$ cat config.mk
export PLATFORM = sky130hd
export DESIGN_NAME = cpu_commit_trace_fifo
export DESIGN_NICKNAME = d
export VERILOG_FILES = /design/src/rtl/cpu_commit_trace_fifo.sv
export SDC_FILE = /design/constraint.sdc
export NUM_CORES = 2
export LEC_CHECK = 0
export CAP_MARGIN = 20
export CORE_MARGIN = 5
export CORE_UTILIZATION = 60
export DETAILED_ROUTE_END_ITERATION = 16
export PLACE_DENSITY = 0.88
export SLEW_MARGIN = 20
export SYNTH_ARGS = -nofsm -noshare
export SYNTH_HDL_FRONTEND = slang
export SYNTH_SLANG_ARGS = --single-unit
$ cat constraint.sdc
create_clock -name mips_cpu_clk -period 14.5 [get_ports mips_cpu_clk]
set_input_delay 2.9 -clock mips_cpu_clk [delete_from_list [all_inputs] [get_ports mips_cpu_clk]]
set_output_delay 2.9 -clock mips_cpu_clk [all_outputs]
set_load 0.005 [all_outputs]
$ cat src/rtl/cpu_commit_trace_fifo.sv
// Commit-trace recorder: encodes one trace record per retiring instruction and buffers it in a FIFO.
// Optional drop counter output enabled by defining TRACE_DROP_CNT_EN.
module cpu_commit_trace_fifo #(
  parameter int DEPTH = 16
) (
  input  logic                     mips_cpu_clk,
  input  logic                     mips_cpu_reset,
  input  logic                     retire,
  input  logic [31:0]              PC,
  input  logic [31:0]              new_PC,
  input  logic                     is_branch,
  input  logic                     is_link,
  input  logic                     RF_wen,
  input  logic [4:0]               RF_waddr,
  input  logic [31:0]              RF_wdata,
  input  logic                     MemWrite,
  input  logic                     MemRead,
  input  logic [31:0]              Address,
  input  logic [3:0]               Write_strb,
  input  logic [31:0]              Write_data,
  input  logic                     rd_ready,
  input  logic                     clr_ovf,
  output logic                     rd_valid,
  output logic [2:0]               rd_type,
  output logic [31:0]              rd_pc,
  output logic [31:0]              rd_a,
  output logic [31:0]              rd_b,
  output logic [31:0]              rd_c,
  output logic [$clog2(DEPTH):0]   count,
  output logic                     trace_ovf
`ifdef TRACE_DROP_CNT_EN
  ,
  output logic [15:0]              drop_cnt
`endif
);

  localparam int AW = $clog2(DEPTH);

  typedef struct packed {
    logic [2:0]  typ;
    logic [31:0] pc;
    logic [31:0] a;
    logic [31:0] b;
    logic [31:0] c;
  } rec_t;

  // First matching class wins: store, link, non-writing branch, then plain/load.
  function automatic rec_t classify(
    input logic [31:0] pc_i, input logic [31:0] npc_i,
    input logic br_i, input logic lnk_i,
    input logic wen_i, input logic [4:0] waddr_i, input logic [31:0] wdata_i,
    input logic mw_i, input logic mr_i,
    input logic [31:0] addr_i, input logic [3:0] strb_i, input logic [31:0] sdata_i);
    rec_t r;
    r.pc = pc_i;
    if (mw_i) begin
      r.typ = 3'd2;
      r.a   = addr_i;
      r.b   = {28'b0, strb_i};
      r.c   = sdata_i;
    end else if (lnk_i && wen_i) begin
      r.typ = 3'd4;
      r.a   = npc_i;
      r.b   = {27'b0, waddr_i};
      r.c   = wdata_i;
    end else if (br_i && !wen_i) begin
      r.typ = 3'd3;
      r.a   = npc_i;
      r.b   = 32'd0;
      r.c   = 32'd0;
    end else begin
      r.typ = 3'd1;
      r.a   = {27'b0, (wen_i ? waddr_i : 5'd0)};
      r.b   = wen_i ? wdata_i : 32'd0;
      r.c   = {31'b0, mr_i};
    end
    return r;
  endfunction

  function automatic logic [15:0] sat_inc16(input logic [15:0] x);
    return (x == 16'hFFFF) ? x : x + 16'd1;
  endfunction

  rec_t        mem [DEPTH];
  rec_t        rec_in;
  rec_t        head;
  logic [AW:0] wr_ptr, rd_ptr;
  logic        full, empty, push, pop, drop;

  assign rec_in = classify(PC, new_PC, is_branch, is_link, RF_wen, RF_waddr, RF_wdata,
                           MemWrite, MemRead, Address, Write_strb, Write_data);

  assign empty = (wr_ptr == rd_ptr);
  assign full  = (wr_ptr[AW] != rd_ptr[AW]) && (wr_ptr[AW-1:0] == rd_ptr[AW-1:0]);
  assign pop   = rd_valid && rd_ready;
  assign push  = retire && (!full || pop);
  assign drop  = retire && full && !pop;

  assign rd_valid = !empty;
  assign count    = wr_ptr - rd_ptr;

  // Head fields are gated so the uninitialised buffer never shows X on the port.
  assign head    = mem[rd_ptr[AW-1:0]];
  assign rd_type = rd_valid ? head.typ : 3'd0;
  assign rd_pc   = rd_valid ? head.pc  : 32'd0;
  assign rd_a    = rd_valid ? head.a   : 32'd0;
  assign rd_b    = rd_valid ? head.b   : 32'd0;
  assign rd_c    = rd_valid ? head.c   : 32'd0;

  always_ff @(posedge mips_cpu_clk) begin
    if (push) mem[wr_ptr[AW-1:0]] <= rec_in;
  end

  always_ff @(posedge mips_cpu_clk or posedge mips_cpu_reset) begin
    if (mips_cpu_reset) begin
      wr_ptr    <= '0;
      rd_ptr    <= '0;
      trace_ovf <= 1'b0;
    end else begin
      if (push) wr_ptr <= wr_ptr + 1'b1;
      if (pop)  rd_ptr <= rd_ptr + 1'b1;
      // A drop in the same cycle as the clear keeps the flag set.
      if (drop)         trace_ovf <= 1'b1;
      else if (clr_ovf) trace_ovf <= 1'b0;
    end
  end

`ifdef TRACE_DROP_CNT_EN
  always_ff @(posedge mips_cpu_clk or posedge mips_cpu_reset) begin
    if (mips_cpu_reset)  drop_cnt <= 16'd0;
    else if (clr_ovf)    drop_cnt <= drop ? 16'd1 : 16'd0;
    else if (drop)       drop_cnt <= sat_inc16(drop_cnt);
  end
`endif

endmodule

==> results.json <==
{
  "worstMarginPinSlew_ns": 1.209,
  "synth-edff-count": 2096,
  "final_cell_mix": "edfxtp_1 (2096), mux4_2 (524), nand3_1 (392)",
  "grt_pass1_vias": 43810,
  "clkLatencyLatePin_ns": 0.83,
  "start_util_pct": 60.34,
  "die_area_um2": 143500,
  "holdCritPathClass": "flop to flop",
  "fin_ws_ns": 5.612,
  "synthMuxAreaShare_pct": 16.34,
  "cts_setup_buffers": 0,
  "fmax_mhz": 112.5,
  "ys_ff_latch": 2107,
  "ir_drop_mv": 0.2510,
  "worstPathRequired_ns": 11.60,
  "r2r_slack_ns": 8.94,
  "cts_max_path_buffers": 3,
  "vias": 42250,
  "cp.arrival_ns": 5.99,
  "portBuffers": 316,
  "post_drt_wl_per_cell_um": 34.82,
  "hold_depth": 1,
  "gp_congestion": 0.7551,
  "synth_top_family_by_area": "multiplexers",
  "finalCritPeriodShare_pct": 61.30,
  "worst-r2r-cell-count": 9,
  "synth_adder_area_share_pct": 0.1625,
  "netlist_area_um2": 81640,
  "final.setup.tns_ns": 0,
  "antenna_found_initial": 4,
  "hold_end": "wr_ptr[4]",
  "post_cts_resized": 0,
  "grt_max_degree": 131,
  "routed_via_density": 6.928,
  "pre_cts_slack_ns": 6.328,
  "hold_path_startpoint": "wr_ptr[4]",
  "synth_compound_area_share_pct": 0.7065,
  "r2r_end": "mem[4][74]",
  "finalCriticalPeriod_ns": 8.888,
  "yosysUniqueCellTypes": 33,
  "avgSynthCellArea_um2": 21.67,
  "grt_pass1_wl_um": 307300,
  "seq_area_frac_synth_pct": 77.43,
  "p_leak_nw": 29.82,
  "firstDrtPassIters": 6,
  "startpoint": "rd_ptr[0]",
  "drive_gt1_share_pct": 24.40,
  "setup_violations": 0,
  "io-pin-count": 317,
  "nets": 4344,
  "route.detailed.drc": 0,
  "clk_pin_slew_ns": 0.06,
  "slew_headroom_pct": 19.40,
  "cp_slowest_cell": "dfrtp_4",
  "cts-root-buf": "clkbuf_16",
  "cts_sinks": 2107,
  "cts-buffers-inserted": 198,
  "htreeDepth": 4,
  "r2r-start": "rd_ptr[1]",
  "hold_viol_final": 0,
  "crit_buf_inv": 4,
  "row_count": 135,
  "crit_chain": "buf_4, buf_4, buf_4, mux4_2, nand3_1, nand3_1, clkdlybuf4s50_1",
  "critical_path.top_delay_family": "buffers and inverters",
  "finalWirelength_um": 212300,
  "cp_max_fo": 55,
  "die_w_um": 378.9,
  "syn_inst": 3767,
  "postCtsHoldBufs": 0,
  "cp_common_cell": "buf_4",
  "cp_slowest_stage_delay_ns": 0.88,
  "drt_iter0_markers": 6144,
  "final_common_cell": "edfxtp_1",
  "dieHeight_um": 378.9,
  "grt_setup_unrepaired": "false",
  "dp_hpwl_um": 104000,
  "synth_xor_area_share_pct": 0.1287,
  "coreArea_um2": 135300,
  "track_usage_pct": 30.10,
  "synthArstFlopShare_pct": 0.5221,
  "status": "finished clean",
  "antenna_left": 0,
  "critical_path_class": "flop to output pin",
  "worst_setup_path_start_kind": "flop",
  "synth_nets": 3956,
  "synthSimpleGateAreaFrac_pct": 3.744,
  "yosys_warnings": 0,
  "globalRouteOverflowTotal": 0,
  "max-cap-violations": 0,
  "pwr_density_cell_nw_per_um2": 202.9,
  "end_kind": "output pin",
  "cts_tree": "done",
  "syn_to_final_growth_pct": 14.24,
  "slew_violations": 0,
  "fin_skew_ns": 0.03379,
  "synthFlopType": "edfxtp_1"
}
Yosys cell counts, types with 5 or more instances:
cell      count  area [um2]
inv_1        11       41.29
buf_4         7       52.55
a221o_1       6       60.06
clkbuf_1     90       337.8
nand2_1     203       762.0
dfrtp_1      11       275.3
nor2_1       21       78.83
buf_2        71       355.3
and2_1       27       168.9
o21ai_0      34       170.2
mux2_2      133        1498
mux4_2      524       11800
xnor2_1      10       87.58
a22o_1       32       280.3
nand3_1     392        1962
ha_1          9       112.6
edfxtp_1   2096       62940
nor3_1        5       25.02
buf_6        27       304.0
buf_1        32       120.1
worst max path at each step:
stage                     slack (ns)        end  cells past startpoint
after floorplan                 1.60  mem[0][0]                      3
after global placement          6.36    rd_c[0]                      7
after detailed placement        6.33    rd_c[0]                      7
after CTS                       5.35    rd_c[0]                      7
after global routing            5.15    rd_c[5]                      7
final                           5.61    rd_a[0]                      7
state kept, by name (all words and copies together), names as in the netlist:
register / flops
rd_ptr: 5
wr_ptr: 5
trace_ovf: 1
mem: 2096
report_power, final:
part / switching [mW] / total [mW] / internal, mW
combinational: 3.34 / 6.22 / 2.87
sequential: 0.247 / 7.60 / 7.35
clock: 2.21 / 5.11 / 2.90
cell type report:
class | instances | area (um2)
repair buffers | 415 | 4060
multi-input cells | 1422 | 17390
fillers | 7601 | 42030
clock buffers | 247 | 5245
clock inverters | 113 | 1067
inverters | 11 | 41.29
flip-flops and latches | 2107 | 63230
well taps | 1781 | 2228
diodes | 2 | 5.005
per-stage QoR:
| step | util (%) | total power [mW] | hold slack (ns) | instance area [um2] | std cells |
|---|---|---|---|---|---|
| 3_5_place_dp | 64.21 | 13.81 | 0.4794 | 86880 | 5734 |
| 3_3_place_gp | 64.19 | 13.64 | 0.4754 | 86850 | 5733 |
| 6_report | 68.93 | 18.92 | 0.4910 | 93270 | 6098 |
| 2_1_floorplan | - | 11.43 | 0.4617 | 81640 | 3767 |
| 4_1_cts | 68.88 | 19.00 | 0.4914 | 93190 | 6094 |
| 5_1_grt | 68.93 | 19.63 | 0.5109 | 93260 | 6097 |
kinds of logic (layout without fill, tap and decap cells):
kind of cell,after synthesis,count (layout)
simple gates,657,657
flops,2107,2107
buf+inv,238,786
xor+xnor,12,12
other cells,0,2
compound gates,82,82
fa+ha+maj,10,10
mux,661,661
metal layers:
metal	wire, um	up-vias	track usage [%]	share of wire (%)
met1	72460	21900	40.88	34
li1	-	16450	-	-
met5	27	-	0	0.013
met3	24480	540	6.244	12
met2	107200	3357	49.45	50
met4	8203	4	11.04	3.9
Power figures use the tool's default switching activity.
